===== src/rtl/stoptimer_pkg.sv =====
// -----------------------------------------------------------------------------
// stoptimer_pkg
// Shared types, widths and helpers for the stoptimer display path:
//   - conversion FSM state enum (IDLE/SHIFT/DONE)
//   - packed BCD payload {hundreds, tens, ones}
//   - seven-segment encoder and the shift-add-3 nibble adjust
// -----------------------------------------------------------------------------
package stoptimer_pkg;

  localparam int unsigned BIN_W      = 8;
  localparam int unsigned NIBBLE_W   = 4;
  localparam int unsigned NUM_DIGITS = 3;
  localparam int unsigned BCD_W      = NUM_DIGITS * NIBBLE_W;
  localparam int unsigned SEG_W      = 7;
  // One shift iteration per input bit; 3 bits count iterations 0..7.
  localparam int unsigned ITER_W     = 3;
  localparam int unsigned DIG_IDX_W  = 2;

  typedef enum logic [1:0] {
    IDLE  = 2'd0,
    SHIFT = 2'd1,
    DONE  = 2'd2
  } conv_state_e;

  typedef struct packed {
    logic [NIBBLE_W-1:0] hundreds;
    logic [NIBBLE_W-1:0] tens;
    logic [NIBBLE_W-1:0] ones;
  } bcd_t;

  // Segment pattern {g,f,e,d,c,b,a}, active-high; non-decimal nibbles go dark.
  function automatic logic [SEG_W-1:0] seg_encode(input logic [NIBBLE_W-1:0] nibble);
    logic [SEG_W-1:0] pattern;
    pattern = 7'b0000000;
    case (nibble)
      4'd0:    pattern = 7'b0111111;
      4'd1:    pattern = 7'b0000110;
      4'd2:    pattern = 7'b1011011;
      4'd3:    pattern = 7'b1001111;
      4'd4:    pattern = 7'b1100110;
      4'd5:    pattern = 7'b1101101;
      4'd6:    pattern = 7'b1111101;
      4'd7:    pattern = 7'b0000111;
      4'd8:    pattern = 7'b1111111;
      4'd9:    pattern = 7'b1101111;
      default: pattern = 7'b0000000;
    endcase
    return pattern;
  endfunction

  // Double-dabble correction: a nibble >= 5 would exceed 9 after doubling.
  function automatic logic [NIBBLE_W-1:0] add3(input logic [NIBBLE_W-1:0] nibble);
    logic [NIBBLE_W-1:0] res;
    res = nibble;
    if (nibble >= 4'd5) begin
      res = nibble + 4'd3;
    end
    return res;
  endfunction

endpackage


===== src/rtl/bin2bcd_seq.sv =====
// -----------------------------------------------------------------------------
// bin2bcd_seq
// Sequential 8-bit binary to 3-digit BCD converter (shift-add-3).
// A new conversion starts whenever the input differs from the last converted
// value; the result appears 9 edges after capture with a one-cycle strobe.
//
// Ports:
//   clk        system clock, rising edge
//   rst_n      asynchronous active-low reset
//   bin        binary input, 0..255
//   bcd        {hundreds, tens, ones} of the last completed conversion
//   bcd_valid  one-cycle pulse coincident with a bcd update
// -----------------------------------------------------------------------------
module bin2bcd_seq
  import stoptimer_pkg::*;
(
  input  logic             clk,
  input  logic             rst_n,
  input  logic [BIN_W-1:0] bin,
  output logic [BCD_W-1:0] bcd,
  output logic             bcd_valid
);

  conv_state_e state_q, state_d;

  logic [BIN_W-1:0]  shift_q, shift_d;   // binary bits still to be shifted in
  logic [BIN_W-1:0]  cap_q,   cap_d;     // value being converted
  logic [BIN_W-1:0]  last_q,  last_d;    // value of the last completed conversion
  logic [ITER_W-1:0] iter_q,  iter_d;
  bcd_t              acc_q,   acc_d;
  bcd_t              bcd_q,   bcd_d;
  logic              valid_q, valid_d;

  logic start_c;
  logic last_iter_c;
  bcd_t adj_c;

  assign start_c     = (bin != last_q);
  assign last_iter_c = (iter_q == ITER_W'(BIN_W - 1));

  // Add-3 correction applied to every accumulator digit before each shift.
  always_comb begin
    adj_c          = acc_q;
    adj_c.hundreds = add3(acc_q.hundreds);
    adj_c.tens     = add3(acc_q.tens);
    adj_c.ones     = add3(acc_q.ones);
  end

  // State register.
  always_ff @(posedge clk or negedge rst_n) begin
    if (!rst_n) begin
      state_q <= IDLE;
    end else begin
      state_q <= state_d;
    end
  end

  // Next-state logic; input changes are only observed in IDLE.
  always_comb begin
    state_d = state_q;
    unique case (state_q)
      IDLE:    if (start_c) state_d = SHIFT;
      SHIFT:   if (last_iter_c) state_d = DONE;
      DONE:    state_d = IDLE;
      default: state_d = IDLE;
    endcase
  end

  // Datapath / output next values per state.
  always_comb begin
    shift_d = shift_q;
    cap_d   = cap_q;
    last_d  = last_q;
    iter_d  = iter_q;
    acc_d   = acc_q;
    bcd_d   = bcd_q;
    valid_d = 1'b0;
    case (state_q)
      IDLE: begin
        if (start_c) begin
          shift_d = bin;
          cap_d   = bin;
          acc_d   = '0;
          iter_d  = '0;
        end
      end
      SHIFT: begin
        {acc_d, shift_d} = {adj_c, shift_q} << 1;
        iter_d           = iter_q + ITER_W'(1);
      end
      DONE: begin
        // Only completed results reach the visible register.
        bcd_d   = acc_q;
        last_d  = cap_q;
        valid_d = 1'b1;
      end
      default: ;
    endcase
  end

  // Datapath registers.
  always_ff @(posedge clk or negedge rst_n) begin
    if (!rst_n) begin
      shift_q <= '0;
      cap_q   <= '0;
      last_q  <= '0;
      iter_q  <= '0;
      acc_q   <= '0;
      bcd_q   <= '0;
      valid_q <= 1'b0;
    end else begin
      shift_q <= shift_d;
      cap_q   <= cap_d;
      last_q  <= last_d;
      iter_q  <= iter_d;
      acc_q   <= acc_d;
      bcd_q   <= bcd_d;
      valid_q <= valid_d;
    end
  end

  assign bcd       = bcd_q;
  assign bcd_valid = valid_q;

endmodule


===== src/rtl/stoptimer_display.sv =====
// -----------------------------------------------------------------------------
// stoptimer_display
// Converts the stoptimer elapsed count to BCD and scans it onto a 3-digit
// multiplexed 7-segment display with optional leading-zero blanking.
//
// Parameters:
//   SCAN_DIV       clocks each digit stays enabled (>= 2)
//   BLANK_LEADING  1: blank leading zeros in hundreds/tens; 0: show all digits
//
// Ports:
//   clk           system clock, rising edge
//   rst_n         asynchronous active-low reset
//   elapsed_time  binary count 0..255
//   bcd           {hundreds, tens, ones} of the last completed conversion
//   bcd_valid     one-cycle pulse when bcd updates
//   seg           segments {g,f,e,d,c,b,a}, active-high
//   an            one-hot digit enable: an[0]=ones, an[1]=tens, an[2]=hundreds
// -----------------------------------------------------------------------------
module stoptimer_display
  import stoptimer_pkg::*;
#(
  parameter int unsigned SCAN_DIV      = 50000,
  parameter bit          BLANK_LEADING = 1'b1
) (
  input  logic                  clk,
  input  logic                  rst_n,
  input  logic [BIN_W-1:0]      elapsed_time,
  output logic [BCD_W-1:0]      bcd,
  output logic                  bcd_valid,
  output logic [SEG_W-1:0]      seg,
  output logic [NUM_DIGITS-1:0] an
);

  localparam int unsigned SCAN_W = (SCAN_DIV > 1) ? $clog2(SCAN_DIV) : 1;

  localparam logic [DIG_IDX_W-1:0] DIG_ONES = DIG_IDX_W'(0);
  localparam logic [DIG_IDX_W-1:0] DIG_TENS = DIG_IDX_W'(1);
  localparam logic [DIG_IDX_W-1:0] DIG_HUND = DIG_IDX_W'(2);

  logic [BCD_W-1:0]     bcd_w;
  logic [SCAN_W-1:0]    scan_q, scan_d;
  logic [DIG_IDX_W-1:0] idx_q,  idx_d;
  logic                 scan_wrap_c;
  bcd_t                 disp_c;
  logic [NIBBLE_W-1:0]  nibble_c;
  logic                 blank_c;

  bin2bcd_seq u_bin2bcd (
    .clk       (clk),
    .rst_n     (rst_n),
    .bin       (elapsed_time),
    .bcd       (bcd_w),
    .bcd_valid (bcd_valid)
  );

  assign bcd    = bcd_w;
  assign disp_c = bcd_w;

  // Scan counter and digit index; the index advances on each counter wrap.
  assign scan_wrap_c = (scan_q == SCAN_W'(SCAN_DIV - 1));

  always_comb begin
    scan_d = scan_q + SCAN_W'(1);
    idx_d  = idx_q;
    if (scan_wrap_c) begin
      scan_d = '0;
      idx_d  = (idx_q == DIG_HUND) ? DIG_ONES : idx_q + DIG_IDX_W'(1);
    end
  end

  always_ff @(posedge clk or negedge rst_n) begin
    if (!rst_n) begin
      scan_q <= '0;
      idx_q  <= DIG_ONES;
    end else begin
      scan_q <= scan_d;
      idx_q  <= idx_d;
    end
  end

  // One-hot digit enable decoded from the registered index.
  always_comb begin
    an = 3'b001;
    case (idx_q)
      DIG_ONES: an = 3'b001;
      DIG_TENS: an = 3'b010;
      DIG_HUND: an = 3'b100;
      default:  an = 3'b001;
    endcase
  end

  // Digit select and leading-zero blanking; a blanked digit keeps its enable.
  always_comb begin
    nibble_c = disp_c.ones;
    blank_c  = 1'b0;
    case (idx_q)
      DIG_TENS: begin
        nibble_c = disp_c.tens;
        blank_c  = BLANK_LEADING && (disp_c.hundreds == 4'd0) && (disp_c.tens == 4'd0);
      end
      DIG_HUND: begin
        nibble_c = disp_c.hundreds;
        blank_c  = BLANK_LEADING && (disp_c.hundreds == 4'd0);
      end
      default: begin
        nibble_c = disp_c.ones;
        blank_c  = 1'b0;
      end
    endcase
  end

  assign seg = blank_c ? '0 : seg_encode(nibble_c);

endmodule


===== config.mk =====
export PLATFORM = sky130hd
export DESIGN_NAME = stoptimer_display
export DESIGN_NICKNAME = d
export VERILOG_FILES = /design/src/rtl/stoptimer_pkg.sv /design/src/rtl/bin2bcd_seq.sv /design/src/rtl/stoptimer_display.sv
export SDC_FILE = /design/constraint.sdc
export NUM_CORES = 1
export LEC_CHECK = 0
export CAP_MARGIN = 20
export CORE_MARGIN = 10
export CORE_UTILIZATION = 50
export CTS_CLUSTER_SIZE = 8
export DETAILED_ROUTE_END_ITERATION = 10
export HOLD_SLACK_MARGIN = 0.02
export PLACE_DENSITY = 0.71
export SLEW_MARGIN = 10
export SYNTH_ARGS = -nofsm -noshare
export SYNTH_HDL_FRONTEND = slang
export SYNTH_SLANG_ARGS = --single-unit
export TNS_END_PERCENT = 30

===== constraint.sdc =====
create_clock -name clk -period 3.48 [get_ports clk]
set_input_delay 0.696 -clock clk [delete_from_list [all_inputs] [get_ports clk]]
set_output_delay 0.696 -clock clk [all_outputs]
set_load 0.02 [all_outputs]

==> reports/results.tsv, run 1 <==
metric	value	unit
outcome	completed	
combinationalPowerShare	43.3	%
synth_top_flop_cell	dfrtp_1	
vias	2478	
clk_pin_slew	0.07	ns
post-route-period-util	93.8	%
die_area	11100	µm²
cts_hold_buffers	0	
power.switching	1.27	mW
finClkSkew	0.00983	ns
cp_max_fo	5	
synth_edf_count	0	
cts.path.max_buffers	2	
layout-drive-gt1-share	16.6	%
final_util	59.8	%
post-route-min-period	3.26	ns
multiInputGateArea	1730	µm²
p_seq_share	38.0	%
fill_cells	607	
die_x	105	µm
drtIter0Drc	54	
ys_ff_latch	72	
cp_num_buf_inv	3	
relSlewSlack	43.3	%
drv_cap	0	
start_kind	register	
async_flop_share	100	%
finalSetupViolations	0	
grt_pass1_wl	12.0	mm
cpPeakStageDelay	0.39	ns
arrival	2.57	ns
seq_area	1800	µm²
drt_wl_total	6.90	mm
sw_frac_of_total	35.7	%
port-buffer-count	32	
final_net_count	380	
routabilityCongestion	0.830	
ios	33	
area_growth_syn_to_layout	17.5	%
power_frac_clock	18.6	%
wl_per_cell	15.2	µm
ir_drop	0.407	mV
post_cts_resized	6	
initial_core_util	50.8	%
grt_pass1_vias	2524	
groute.layer.met1.usage	16.0	%
path_cells	inv_1, ha_1, a22o_1, mux2i_2, inv_1, ha_1, nand2b_1, a311oi_1, dlygate4sd2_1	
numClockSinks	72	
cts_buffers	9	
cts_setup_buffers	0	
crit_required	2.78	ns
worst_pin_slew	0.850	ns
core_area	7180	µm²
n_antenna_cell	0	
tns	0	ns
power_density	829	nW/µm²
grt_usage	12.8	%
die_y	105	µm
netlist_top_cells_area	dfrtp_1, mux2_2, ha_1	
ys_types	46	
endpoint_kind	primary output	
final-max-slew-violation-count	0	
path_delay_family	buffers and inverters	
p_leak	1.95	nW
hold_path.class	in -> async	
post-dp-hpwl	5.00	mm
synthCells	310	
overflow	0	
yosys.area.top_type	dfrtp_1	
ys_seq_area_share	49.4	%
insertion_delay	0.33	ns
crit_path_top_delay_cell	dfrtp_1	
synth_area	3650	µm²
viasPerCell	5.45	
fmax	306	MHz
syn_area_per_cell	11.8	µm²
synthesis.nets	339	
met3_usage	2.92	%
drc	0	
use_met2	20.7	%
critPathKind	reg -> out	
cts_tree	yes	
ant_nets	0	
htreeDepth	3	
ys_warn_count	0	
antenna_found_initial	0	
p_int	2.29	mW
top_usage_layer	met2	
grt_max_degree	39	
first_pass_iters	4	
timing.final.hold_violations	0	
num_rows	31	
cts_root_buffer	clkbuf_8	
rsz0062_at_grt	no	
yosysTopAreaCellShare	49.4	%
-- cells by family after synthesis --
kind of cell    share of synthesized area, %
buf+inv                                 3.26
flops                                   49.4
xor+xnor                                5.76
mux                                     10.6
simple gates                            11.9
compound gates                          12.7
fa+ha+maj                               6.52
-- registers in the layout (all words and copies together), names as in the netlist --
| register | flops |
|---|---|
| u_bin2bcd.iter_q | 3 |
| idx_q | 2 |
| u_bin2bcd.last_q | 8 |
| u_bin2bcd.cap_q | 8 |
| u_bin2bcd.bcd_valid | 1 |
| u_bin2bcd.state_q | 2 |
| scan_q | 16 |
| u_bin2bcd.shift_q | 8 |
| u_bin2bcd.bcd | 12 |
| u_bin2bcd.acc_q | 12 |
-- power groups by stage --
| stage | Sequential (mW) | Clock [mW] | Combinational (mW) |
|---|---|---|---|
| 2_1_floorplan | 1.37 | 0 | 1.06 |
| 3_3_place_gp | 1.35 | 0 | 1.56 |
| 3_5_place_dp | 1.36 | 0 | 1.61 |
| 4_1_cts | 1.35 | 0.680 | 1.58 |
| 5_1_grt | 1.39 | 0.713 | 1.72 |
| 6_report | 1.35 | 0.662 | 1.54 |
-- final timing paths --
path                                     start                   to  slack, ns  depth (start not counted)
setup / recovery                      idx_q[0]               seg[5]       0.22                          9
hold / removal                           rst_n  u_bin2bcd.last_q[4]       0.46                          1
setup reg to reg           u_bin2bcd.last_q[4]   u_bin2bcd.cap_q[2]       1.65                          4
hold reg to reg                     scan_q[12]           scan_q[12]       0.50                          1
max in group asynchronous                rst_n   u_bin2bcd.acc_q[9]       2.34                          2
min in group clk                    scan_q[12]           scan_q[12]       0.50                          1
-- stage by stage --
| stage | hold WS [ns] | power, mW | setup WS (ns) | instance area (µm²) | std cells |
|---|---|---|---|---|---|
| global placement | 0.468 | 2.92 | 0.175 | 4100 | 439 |
| CTS | 0.490 | 3.61 | 0.0445 | 4290 | 455 |
| finish | 0.465 | 3.55 | 0.216 | 4290 | 455 |
| floorplan | 0.400 | 2.43 | 0.265 | 3650 | 310 |
| detailed placement | 0.485 | 2.97 | 0.0486 | 4100 | 439 |
| global route | 0.526 | 3.82 | 0.0309 | 4290 | 455 |
-- routing by layer --
metal  wire [µm]  up-vias  share of wire [%]
li1            -     1204                  -
met4         155        0                2.2
met2        3250       53                 47
met1        3230     1204                 47
met3         265       17                3.8
met5           0        -                  0
-- synthesized netlist by cell type, drive strengths merged (5+ instances only) --
library cell / n
a221o: 7
dfrtp: 72
and2: 8
nand2b: 6
mux2: 28
nand4: 5
inv: 13
o21ai: 12
nand2: 15
a22o: 11
a21oi: 10
and3: 8
mux2i: 5
nand3: 6
nor2: 12
xor2: 7
ha: 19
xnor2: 17
buf: 8
-- area by class of cell --
type / instances / share of cell area [%]
clock buffers: 13 / 3.71
clock inverters: 3 / 0.934
inverters: 13 / 1.14
multi-input cells: 214 / 40.4
flip-flops and latches: 72 / 42.0
well taps: 99 / 2.89
repair buffers: 41 / 8.93
-- placed cells by master, fill, tap and decap left out, drive strengths merged, types with 8 or more instances in the layout --
master,n
a22o,11
and2,8
nand2,15
a21oi,10
buf,10
ha,19
mux2,28
and3,8
inv,13
dfrtp,72
clkbuf,16
clkdlybuf4s50,24
xnor2,17
nor2,12
o21ai,12
(Power assumes the default switching activity.)
==> run 2, diff against run 1 <==
--- a/config.mk
+++ b/config.mk
@@ -12,8 +12,8 @@
 export DETAILED_ROUTE_END_ITERATION = 10
 export HOLD_SLACK_MARGIN = 0.02
 export PLACE_DENSITY = 0.71
-export SLEW_MARGIN = 10
 export SYNTH_ARGS = -nofsm -noshare
 export SYNTH_HDL_FRONTEND = slang
+export SYNTH_HIERARCHICAL = 1
 export SYNTH_SLANG_ARGS = --single-unit
 export TNS_END_PERCENT = 30
==> reports/results.tsv, run 2 <==
metric	value	unit
ant_nets	0	
postLayoutCellArea	4380	µm²
cts_root_buffer	clkbuf_8	
ys_ff_latch	72	
syn_area_per_cell	11.6	µm²
yosysTopAreaCellShare	48.9	%
initial_core_util	51.1	%
cts_tree	yes	
cts.path.max_buffers	2	
reg2reg_to	u_bin2bcd/cap_q[1]	
timing.final.hold_violations	0	
synth_area	3690	µm²
power_density	839	nW/µm²
antenna_found_initial	0	
reg2reg_slack	1.62	ns
die_area	11200	µm²
htreeDepth	3	
synth_edf_count	0	
finClkSkew	0.00968	ns
cts_setup_buffers	0	
die_y	106	µm
regToRegStartpoint	u_bin2bcd/last_q[1]	
path_cells	inv_1, ha_1, buf_4, nor2_1, a21o_2, a21oi_1, a311oi_1, dlygate4sd2_1	
largest_register_ffs	16	
numClockSinks	72	
ys_warn_count	6	
yosys.area.top_type	dfrtp_1	
placed_cell_area	4130	µm²
synth_top_flop_cell	dfrtp_1	
ios	33	
grt_pass1_wl	12.3	mm
largest_register	scan_q	
ys_seq_area_share	48.9	%
async_flop_share	100	%
r2r_cells	5	
grt_max_degree	73	
vias	2506	
start_kind	register	
post-route-period-util	94.8	%
layout_setup_ws	0.181	ns
drt_wl_total	7.13	mm
outcome	completed	
layout-drive-gt1-share	19.2	%
clk_pin_slew	0.07	ns
final_common_cell	dfrtp_1	
drc	0	
fmax	303	MHz
place_ws	0.0875	ns
post-dp-hpwl	5.11	mm
drv_cap	0	
routabilityCongestion	0.762	
cpPeakStageDelay	0.40	ns
n_antenna_cell	0	
crit_path_top_delay_cell	dfrtp_1	
arrival	2.60	ns
area_growth_syn_to_layout	18.8	%
drtIter0Drc	92	
rsz0062_at_grt	yes	
crit_required	2.78	ns
endpoint_kind	primary output	
ys_top_cells_by_count	dfrtp_1, mux2_2, nand2_1	
first_pass_iters	4	
hold_path.class	in -> async	
port-buffer-count	32	
finalSetupViolations	0	
cp_max_fo	8	
fill_cells	621	
final_cell_mix	dfrtp_1, nand2_1, mux2_2	
ys_types	51	
wl_per_cell	15.4	µm
post-route-min-period	3.30	ns
cts_buffers	9	
grt_pass1_vias	2593	
synthesis.nets	348	
path_delay_family	compound AO/OA/AOI/OAI gates	
insertion_delay	0.34	ns
viasPerCell	5.41	
tns	0	ns
core_area	7210	µm²
p_leak	1.94	nW
die_x	106	µm
synthCells	319	
grt_usage	13.4	%
ir_drop	0.532	mV
overflow	0	
final-max-slew-violation-count	0	
netlist_top_cells_area	dfrtp_1, mux2_2, ha_1	
final_net_count	388	
cp_num_buf_inv	3	
synth.most_common_cell	dfrtp_1	
worst_pin_slew	0.734	ns
critPathKind	reg -> out	
relSlewSlack	51.1	%
num_rows	31	
[run 2: layout make-up]
type                            instances  area, µm²  share of cell area [%]
Sequential cell                        72       1800                    41.1
Multi-Input combinational cell        222       1780                    40.6
Timing Repair Buffer                   40        368                    8.40
Clock buffer                           11        151                    3.46
Tap cell                               99        124                    2.83
Clock inverter                          5        103                    2.34
Inverter                               14       52.6                    1.20
[run 2: worst register-to-register path, cell delays in order, from the launching register on]
cell	delay, ns
dfrtp_1	0.40
xnor2_1	0.19
nand4_2	0.19
o21ai_2	0.38
buf_4	0.25
mux2_2	0.34
[run 2: how the worst max path moves through the flow]
stage	startpoint	to	slack, ns	depth (start not counted)
global route	idx_q[0]	seg[2]	-0.002	8
finish	idx_q[0]	seg[2]	0.18	8
global placement	idx_q[1]	seg[3]	0.17	9
detailed placement	idx_q[1]	seg[0]	0.09	9
CTS	idx_q[1]	seg[0]	0.004	9
floorplan	idx_q[0]	seg[3]	0.19	8
[run 2: power breakdown]
part | switching, mW | internal (mW)
Clock | 0.297 | 0.514
Combinational | 0.795 | 0.734
Sequential | 0.219 | 1.12
Total | 1.31 | 2.36
[run 2: routing by layer]
layer / wire, µm / track usage, %
met2: 3560 / 22.9
met1: 3170 / 15.1
met3: 348 / 4.63
met5: 0 / 0
met4: 43 / 4.64
[run 2: through the flow]
| stage | total power [mW] | std cells | hold slack, ns | utilization [%] |
|---|---|---|---|---|
| finish | 3.68 | 463 | 0.362 | 60.7 |
| global route | 3.94 | 463 | 0.383 | 60.7 |
| CTS | 3.72 | 463 | 0.368 | 60.7 |
| detailed placement | 2.93 | 447 | 0.473 | 57.3 |
| global placement | 2.88 | 447 | 0.466 | 57.3 |
| floorplan | 2.39 | 319 | 0.400 | - |
[run 2: cell families after synthesis]
logic type,Yosys count,synth area share [%]
AOI/OAI and AO/OA,60,12.3
xor gates and xnor gates,25,5.94
adders and majority gates,19,6.45
buffers and inverters,25,3.22
DFF,72,48.9
muxes,34,10.3
and+or+nand+nor,84,12.9
[run 2: repair_timing]
action | 4_1_cts | 5_1_grt
setup endpoints to repair | 6 | 6
gates cloned | 0 | 0
resized for setup | 6 | 18
hold buffers | 0 | 0
